--- src/rtl/ros2_eth_rx_adapter.sv ---
// rtl/ros2_eth_rx_adapter.sv - IP RX header/payload to byte FIFO adapter
// Rebuilds the 20-byte IPv4 header, then pads or truncates the payload to ip_length-20.
module ros2_eth_rx_adapter #(
    parameter int IP_HDR_SIZE = 20
) (
    input  logic        i_clk,
    input  logic        i_rst_n,
    input  logic        i_enable,
    input  logic        i_rx_hdr_valid,
    output logic        o_rx_hdr_ready,
    input  logic [5:0]  i_rx_ip_dscp,
    input  logic [1:0]  i_rx_ip_ecn,
    input  logic [15:0] i_rx_ip_length,
    input  logic [15:0] i_rx_ip_identification,
    input  logic [2:0]  i_rx_ip_flags,
    input  logic [12:0] i_rx_ip_fragment_offset,
    input  logic [7:0]  i_rx_ip_ttl,
    input  logic [7:0]  i_rx_ip_protocol,
    input  logic [15:0] i_rx_ip_hdr_checksum,
    input  logic [31:0] i_rx_ip_source_ip,
    input  logic [31:0] i_rx_ip_dest_ip,
    input  logic        i_rx_payload_tvalid,
    output logic        o_rx_payload_tready,
    input  logic [7:0]  i_rx_payload_tdata,
    input  logic        i_rx_payload_tlast,
    output logic [7:0]  o_dout_data,
    input  logic        i_dout_full_n,
    output logic        o_dout_wr_en
);
    localparam logic [15:0] HDR_LEN  = 16'(IP_HDR_SIZE);
    localparam logic [4:0]  HDR_LAST = 5'(IP_HDR_SIZE - 1);

    typedef enum logic [2:0] {S_IDLE, S_HDR, S_PAYLOAD, S_PAD, S_DRAIN} state_t;

    state_t      state;
    logic [4:0]  offset;
    logic [15:0] counter;
    logic [15:0] len;
    logic [5:0]  dscp;
    logic [1:0]  ecn;
    logic [15:0] ip_length;
    logic [15:0] ident;
    logic [2:0]  flags;
    logic [12:0] frag_off;
    logic [7:0]  ttl;
    logic [7:0]  protocol;
    logic [15:0] checksum;
    logic [31:0] src_ip;
    logic [31:0] dst_ip;
    logic [7:0]  hdr_byte;
    logic        active;
    logic [15:0] cnt_next;

    // Gating with reset as well keeps hdr_ready low while reset is held.
    assign active   = i_rst_n & i_enable;
    assign cnt_next = counter + 16'd1;

    always_comb begin
        hdr_byte = 8'h00;
        case (offset)
            5'd0:  hdr_byte = 8'h45;
            5'd1:  hdr_byte = {dscp, ecn};
            5'd2:  hdr_byte = ip_length[15:8];
            5'd3:  hdr_byte = ip_length[7:0];
            5'd4:  hdr_byte = ident[15:8];
            5'd5:  hdr_byte = ident[7:0];
            5'd6:  hdr_byte = {flags, frag_off[12:8]};
            5'd7:  hdr_byte = frag_off[7:0];
            5'd8:  hdr_byte = ttl;
            5'd9:  hdr_byte = protocol;
            5'd10: hdr_byte = checksum[15:8];
            5'd11: hdr_byte = checksum[7:0];
            5'd12: hdr_byte = src_ip[31:24];
            5'd13: hdr_byte = src_ip[23:16];
            5'd14: hdr_byte = src_ip[15:8];
            5'd15: hdr_byte = src_ip[7:0];
            5'd16: hdr_byte = dst_ip[31:24];
            5'd17: hdr_byte = dst_ip[23:16];
            5'd18: hdr_byte = dst_ip[15:8];
            5'd19: hdr_byte = dst_ip[7:0];
            default: hdr_byte = 8'h00;
        endcase
    end

    always_comb begin
        o_rx_hdr_ready      = 1'b0;
        o_rx_payload_tready = 1'b0;
        o_dout_wr_en        = 1'b0;
        o_dout_data         = 8'h00;
        case (state)
            S_IDLE: o_rx_hdr_ready = active;
            S_HDR: begin
                o_dout_data  = hdr_byte;
                o_dout_wr_en = active & i_dout_full_n;
            end
            S_PAYLOAD: begin
                o_dout_data         = i_rx_payload_tdata;
                o_rx_payload_tready = active & i_dout_full_n;
                o_dout_wr_en        = active & i_rx_payload_tvalid & i_dout_full_n;
            end
            S_PAD:   o_dout_wr_en = active & i_dout_full_n;
            S_DRAIN: o_rx_payload_tready = active;
            default: ;
        endcase
    end

    always_ff @(posedge i_clk or negedge i_rst_n) begin
        if (!i_rst_n) begin
            state     <= S_IDLE;
            offset    <= '0;
            counter   <= '0;
            len       <= '0;
            dscp      <= '0;
            ecn       <= '0;
            ip_length <= '0;
            ident     <= '0;
            flags     <= '0;
            frag_off  <= '0;
            ttl       <= '0;
            protocol  <= '0;
            checksum  <= '0;
            src_ip    <= '0;
            dst_ip    <= '0;
        end else if (!i_enable) begin
            state <= S_IDLE;
        end else begin
            case (state)
                S_IDLE: if (i_rx_hdr_valid) begin
                    dscp      <= i_rx_ip_dscp;
                    ecn       <= i_rx_ip_ecn;
                    ip_length <= i_rx_ip_length;
                    ident     <= i_rx_ip_identification;
                    flags     <= i_rx_ip_flags;
                    frag_off  <= i_rx_ip_fragment_offset;
                    ttl       <= i_rx_ip_ttl;
                    protocol  <= i_rx_ip_protocol;
                    checksum  <= i_rx_ip_hdr_checksum;
                    src_ip    <= i_rx_ip_source_ip;
                    dst_ip    <= i_rx_ip_dest_ip;
                    offset    <= '0;
                    counter   <= '0;
                    if (i_rx_ip_length < HDR_LEN) begin
                        len   <= '0;
                        state <= S_DRAIN;
                    end else begin
                        len   <= i_rx_ip_length - HDR_LEN;
                        state <= S_HDR;
                    end
                end
                S_HDR: if (o_dout_wr_en) begin
                    if (offset == HDR_LAST) begin
                        offset <= '0;
                        state  <= (len != 16'd0) ? S_PAYLOAD : S_DRAIN;
                    end else begin
                        offset <= offset + 5'd1;
                    end
                end
                S_PAYLOAD: if (o_dout_wr_en) begin
                    counter <= cnt_next;
                    if (cnt_next == len)
                        state <= i_rx_payload_tlast ? S_IDLE : S_DRAIN;
                    else if (i_rx_payload_tlast)
                        state <= S_PAD;
                end
                S_PAD: if (o_dout_wr_en) begin
                    counter <= cnt_next;
                    if (cnt_next == len)
                        state <= S_IDLE;
                end
                S_DRAIN: if (i_rx_payload_tvalid && i_rx_payload_tlast)
                    state <= S_IDLE;
                default: state <= S_IDLE;
            endcase
        end
    end
endmodule

--- config.mk ---
export PLATFORM = sky130hd
export DESIGN_NAME = ros2_eth_rx_adapter
export DESIGN_NICKNAME = d
export VERILOG_FILES = /design/src/rtl/ros2_eth_rx_adapter.sv
export SDC_FILE = /design/constraint.sdc
export NUM_CORES = 1
export LEC_CHECK = 0
export CORE_MARGIN = 5
export CORE_UTILIZATION = 30
export DETAILED_ROUTE_END_ITERATION = 8
export PLACE_DENSITY = 0.58
export SLEW_MARGIN = 5
export SYNTH_ARGS = -nofsm -noshare
export SYNTH_HDL_FRONTEND = slang
export SYNTH_SLANG_ARGS = --single-unit
--- constraint.sdc ---
create_clock -name i_clk -period 2.3 [get_ports i_clk]
set_input_delay 0.345 -clock i_clk [delete_from_list [all_inputs] [get_ports i_clk]]
set_output_delay 0.345 -clock i_clk [all_outputs]
set_load 0.02 [all_outputs]
[Yosys cells after proc, flatten, opt, wreduce, memory -nomap -nowiden]
Index checks and enable logic that the tools add are counted.
Storage, ports and cells
  flip-flop bits (word level): 192
  input bits: 167
  output and inout bits: 11
  logic and storage cells: 97
Operators by class
  $add $sub $neg: 3
  magnitude comparators: 1
  equality and inequality tests: 35
  mux-type cells: 27
  bitwise gates (word level): 4
  reductions and logical operators: 12
Operators with widths (count)
  8-bit case mux with 20 select lines: 1
  16-bit two-way mux: 3
  5-bit by 4-bit equality test with 1-bit output (second input constant): 8
  3-bit two-way mux: 13
  16-bit case mux with 2 select lines: 1
  3-bit inequality test (second input constant): 7
  5-bit by 3-bit equality test with 1-bit output (second input constant): 4
  5-bit equality test (second input constant): 4
  16-bit by 1-bit adder with 16-bit output (second input constant): 1
  16-bit equality test: 1
  16-bit by 5-bit < comparator with 1-bit output (second input constant): 1
  8-bit case mux with 2 select lines: 1
  16-bit nonzero test: 1
  16-bit by 5-bit subtractor with 16-bit output (second input constant): 1
  5-bit two-way mux: 3
  3-bit case mux with 5 select lines: 1
  5-bit by 2-bit equality test with 1-bit output (second input constant): 2
  5-bit case mux with 2 select lines: 1
  4-bit AND reduction: 2
  8-bit AND reduction: 1
  3-bit by 2-bit equality test with 1-bit output (second input constant): 2
  5-bit by 1-bit adder with 5-bit output (second input constant): 1
  5-bit by 1-bit equality test with 1-bit output (second input constant): 1
  5-bit zero test: 1
  other kinds (13): 20

[Logic depth before layout (Yosys ltp)]
  depth after elaboration: 7
  gate-level depth with buffers: 9
  gate-level depth less buffers: 9

[Worst setup path after synthesis]
No wires, ideal clock.
  path type: reg-to-output
  from: reg offset[2]
  to: out o_dout_data[0]
  arrival: 2.362 ns
  data required time: 1.955 ns
  path slack: -0.407 ns
  stages on the path, launching flop included: 10
  buffers on the path: 3
  cell sequence: dfrtp_1 > clkbuf_1 > buf_2 > and3_1 > ha_1 > buf_1 > nor4_1 > nand4_1 > nand3_1 > o21ai_0
On the way
  word-level cells in the longest chain between the ends: 3
  elaborated cells on any way between the ends: 22
  classes of those cells: eq/ne: 19; mux: 2; reduce/logical: 1
Ends and longest elaborated chain
  start: declaration: RTL line 36  | logic [4:0] offset;
  start signal: assignment: RTL line 155  | offset <= offset + 5'd1;
  5-bit equality test (tied with other cells): RTL line 60  | case (offset)
  8-bit case mux with 20 select lines (*): RTL line 60
  8-bit case mux with 2 select lines (*): RTL line 90  | case (state)
  end: declaration: RTL line 26  | output logic [7:0] o_dout_data,
Mark *: on every way between the ends. The rest lies on a longest branch, timed or not.

[Worst setup path after layout]
  from: reg offset[2]
  to: out o_dout_data[3]
Same word-level chain as after synthesis.

==> results by group <==
Outcome
  – Outcome: finished with violations
  – Failing checks: negative setup slack

Power and ir drop
  – Worst-case vdd ir drop: 0.5654 mV
  – Power density over cell area: 950.4 mW/mm^2
  – LEAKAGE: 0.006443 uW

GRT
  – Largest net degree at the start of global routing: 190
  – Initial antenna violation count: 0
  – Total track usage: 18.50%
  – Vias in the first global route: 9,351
  – Grt total ovfl: 0
  – First-pass GRT wire length: 52,150 microns

STA
  – Max Slew Vio Count: 0
  – Final period utilization: 128.5%
  – Unrepaired setup endpoints after global routing: true
  – Endpoints failing setup: 8
  – Setup tns final: -4.818 ns
  – Slew HR: 22.44%
  – Hold Violations, Final: 0
  – F_max: 338.4 MHz
  – Layout Skew: 0.02211 ns
  – Tightest Pin Transition: 1.163 ns
  – Worst Slack Setup Final: -0.6552 ns
  – Crit path time final: 2.955 ns

Synth
  – Library cells used by synthesis: 64
  – Top cell type's share of synthesized area: 49.86%
  – Seq/Total Area, Yosys: 49.86%
  – Mapped Avg Cell Area: 8.314 sq um
  – Leading post-synthesis cells by cell area: dfrtp_1 50%, nand2_1 20%, a22oi_1 3.8%
  – Post-synth EDFFs: 0
  – Post-Syn Nets: 1,333
  – Cells after Synth: 1,159
  – Post-synthesis sequential element count: 192
  – Post-synth ARST share: 100.0%
  – Yosys Warn Count: 0
  – Synth Flop Type: dfrtp_1
  – Cell taking the most area after synthesis: dfrtp_1
  – Post-Syn Area: 0.009635 sq mm

Detailed routing
  – Routed WL: 33,770 microns
  – Routed len/inst: 18.18 microns
  – DR DRC count: 0
  – Vias: 9,183
  – Starting DRC count in detailed routing: 721
  – DRT Pass-1 Iters: 6
  – DR vias/cell: 4.945
  – Final ANT Viol Nets: 0

Floorplanning
  – # IOs: 178
  – Die extent in y: 189.2 microns
  – Die W: 189.2 microns
  – Placement row count: 65
  – Initial Util: 30.46%
  – Die area: 0.03580 sq mm
  – Core ar.: 0.03164 sq mm

Placement
  – Routability cong.: 0.9174
  – Detail Placement HPWL: 25,250 microns
  – DP Area: 0.01288 sq mm
  – I/O Buffers: 177
  – Setup WS pre-CTS: -0.8090 ns

CTS
  – Root Driver: clkbuf_16
  – Cts bufs inserted: 17
  – H-tree levels: 4
  – Clock slew at reported path FFs: 0.07 ns
  – TritonCTS clock tree: yes
  – Longest Clk Path Bufs: 2
  – CTS sink count: 192
  – Clock Latency Late Sink: 0.46 ns

Layout
  – Ant diodes: 0
  – Layout fillers: 3,006
  – Most frequent cells in the layout: 510 x nand2_1, 180 x dfrtp_1, 165 x clkdlybuf4s50_1
  – Area grow syn2layout: 45.88%
  – Nets: 1,616
  – Post-route cell area: 0.01406 sq mm
  – Layout cells sized above 1: 19.04%
  – Final core utilization: 44.43%
  – Most common cell after layout, fill and taps aside: nand2_1

Worst setup path
  – Critical Path RT: 1.96 ns
  – Crit end category: output port
  – WS Path Type: flop to output port
  – CP max FO: 6
  – CP startpoint kind: flop
  – Worst endpoint data arrival time: 2.61 ns

Job
  – Max_cap viols: 0

Worst hold path
  – Hold Crit Class: input pin to async pin
==> worst paths after layout <==
check	start	to	slack (ns)	depth (start not counted)
setup / recovery	offset[2]$_DFFE_PN0P_	o_dout_data[3]	-0.66	11
max in group asynchronous	i_rst_n	flags[2]$_DFFE_PN0P_	0.66	3
hold reg to reg	checksum[2]$_DFFE_PN0P_	checksum[2]$_DFFE_PN0P_	0.48	2
setup reg to reg	offset[1]$_DFFE_PN0P_	state[2]$_DFFE_PN0P_	0.07	11
hold / removal	i_rst_n	state[2]$_DFFE_PN0P_	0.31	2
min in group i_clk	i_rx_ip_dest_ip[0]	dst_ip[0]$_DFFE_PN0P_	0.41	3
==> synth_stat cells (5+ instances only) <==
master / instances
nor4_1: 10
buf_2: 12
a21oi_1: 9
dfrtp_1: 192
nor2_1: 46
nand2b_1: 9
xor2_1: 7
mux2i_1: 5
o21ai_0: 52
a222oi_1: 5
and3_1: 8
ha_1: 7
nor3_1: 26
a22o_1: 8
nor2b_1: 14
nand2_1: 511
nand3_1: 20
nand4_1: 12
o31ai_1: 11
xnor2_1: 21
inv_1: 11
clkbuf_1: 42
a221oi_1: 7
a22oi_1: 49
==> through the flow <==
step           cells  hold WS, ns  power [uW]
3_5_place_dp    1807       0.1719       10020
4_1_cts         1844       0.3165       13230
2_1_floorplan   1159      0.04941        7960
6_report        1857       0.3141       13360
5_1_grt         1857       0.3241       14210
3_3_place_gp    1807       0.1703        9968
==> per-layer routing <==
layer  routed length [microns]  vias to the layer above  GRT usage (%)  share of wire (%)
met5                         0                        -              0                  0
met4                       925                        0          6.121                2.7
met3                      1760                       57          3.945                5.2
met2                     16190                      293          30.38                 48
met1                     14890                     4362          24.46                 44
li1                          -                     4471              -                  -
==> flip-flops by register name, indices dropped and copies added, names as in the netlist, 3 cells and up <==
| name | count |
|---|---|
| state | 3 |
| flags | 3 |
| counter | 16 |
| ident | 16 |
| offset | 5 |
| protocol | 8 |
| frag_off | 13 |
| ip_length | 16 |
| checksum | 16 |
| ttl | 8 |
| src_ip | 32 |
| dst_ip | 32 |
| dscp | 6 |
| len | 16 |
==> repair_timing <==
action                                 CTS  global route
pin swaps                               27            40
setup buffers                            5            14
endpoints found under the hold margin    3             0
setup endpoints to repair               14            11
resized for setup                       87            54
hold buffers                             1             0
==> logic make-up (layout without fill, tap and decap cells) <==
| kind of cell | after synthesis | count (layout) | synth area share, % |
|---|---|---|---|
| buffers and inverters | 69 | 365 | 2.935 |
| DFF | 192 | 192 | 49.86 |
| adders and majority gates | 7 | 7 | 0.9089 |
| AOI/OAI and AO/OA | 172 | 172 | 12.36 |
| and+or+nand+nor | 684 | 684 | 30.63 |
| muxes | 7 | 7 | 0.7532 |
| xor gates and xnor gates | 28 | 28 | 2.545 |
==> power by group <==
part / leakage [uW] / internal, uW / switching (uW)
Clock: 0.000288 / 1480 / 1560
Sequential: 0.00240 / 4790 / 1250
Combinational: 0.00375 / 1950 / 2320
Total: 0.00644 / 8230 / 5130
==> worst max-delay path: stages, from the launching register on <==
cell      delay (ns)
dfrtp_2         0.46
buf_6           0.15
buf_4           0.11
nand2b_4        0.12
nor2_1          0.05
buf_4           0.16
a22oi_2         0.26
nand4_1         0.20
nor3_2          0.30
buf_4           0.17
o21ai_4         0.05
buf_6           0.13
==> layout make-up <==
cell class | count | area (sq um) | share of cell area, %
clock inverters | 15 | 181.4 | 1.291
repair buffers | 322 | 3009 | 21.41
well taps | 402 | 503.0 | 3.578
inverters | 11 | 43.79 | 0.3116
flip-flops and latches | 192 | 4820 | 34.29
clock buffers | 17 | 425.4 | 3.027
multi-input cells | 898 | 5074 | 36.10
(Power assumes the default switching activity.)
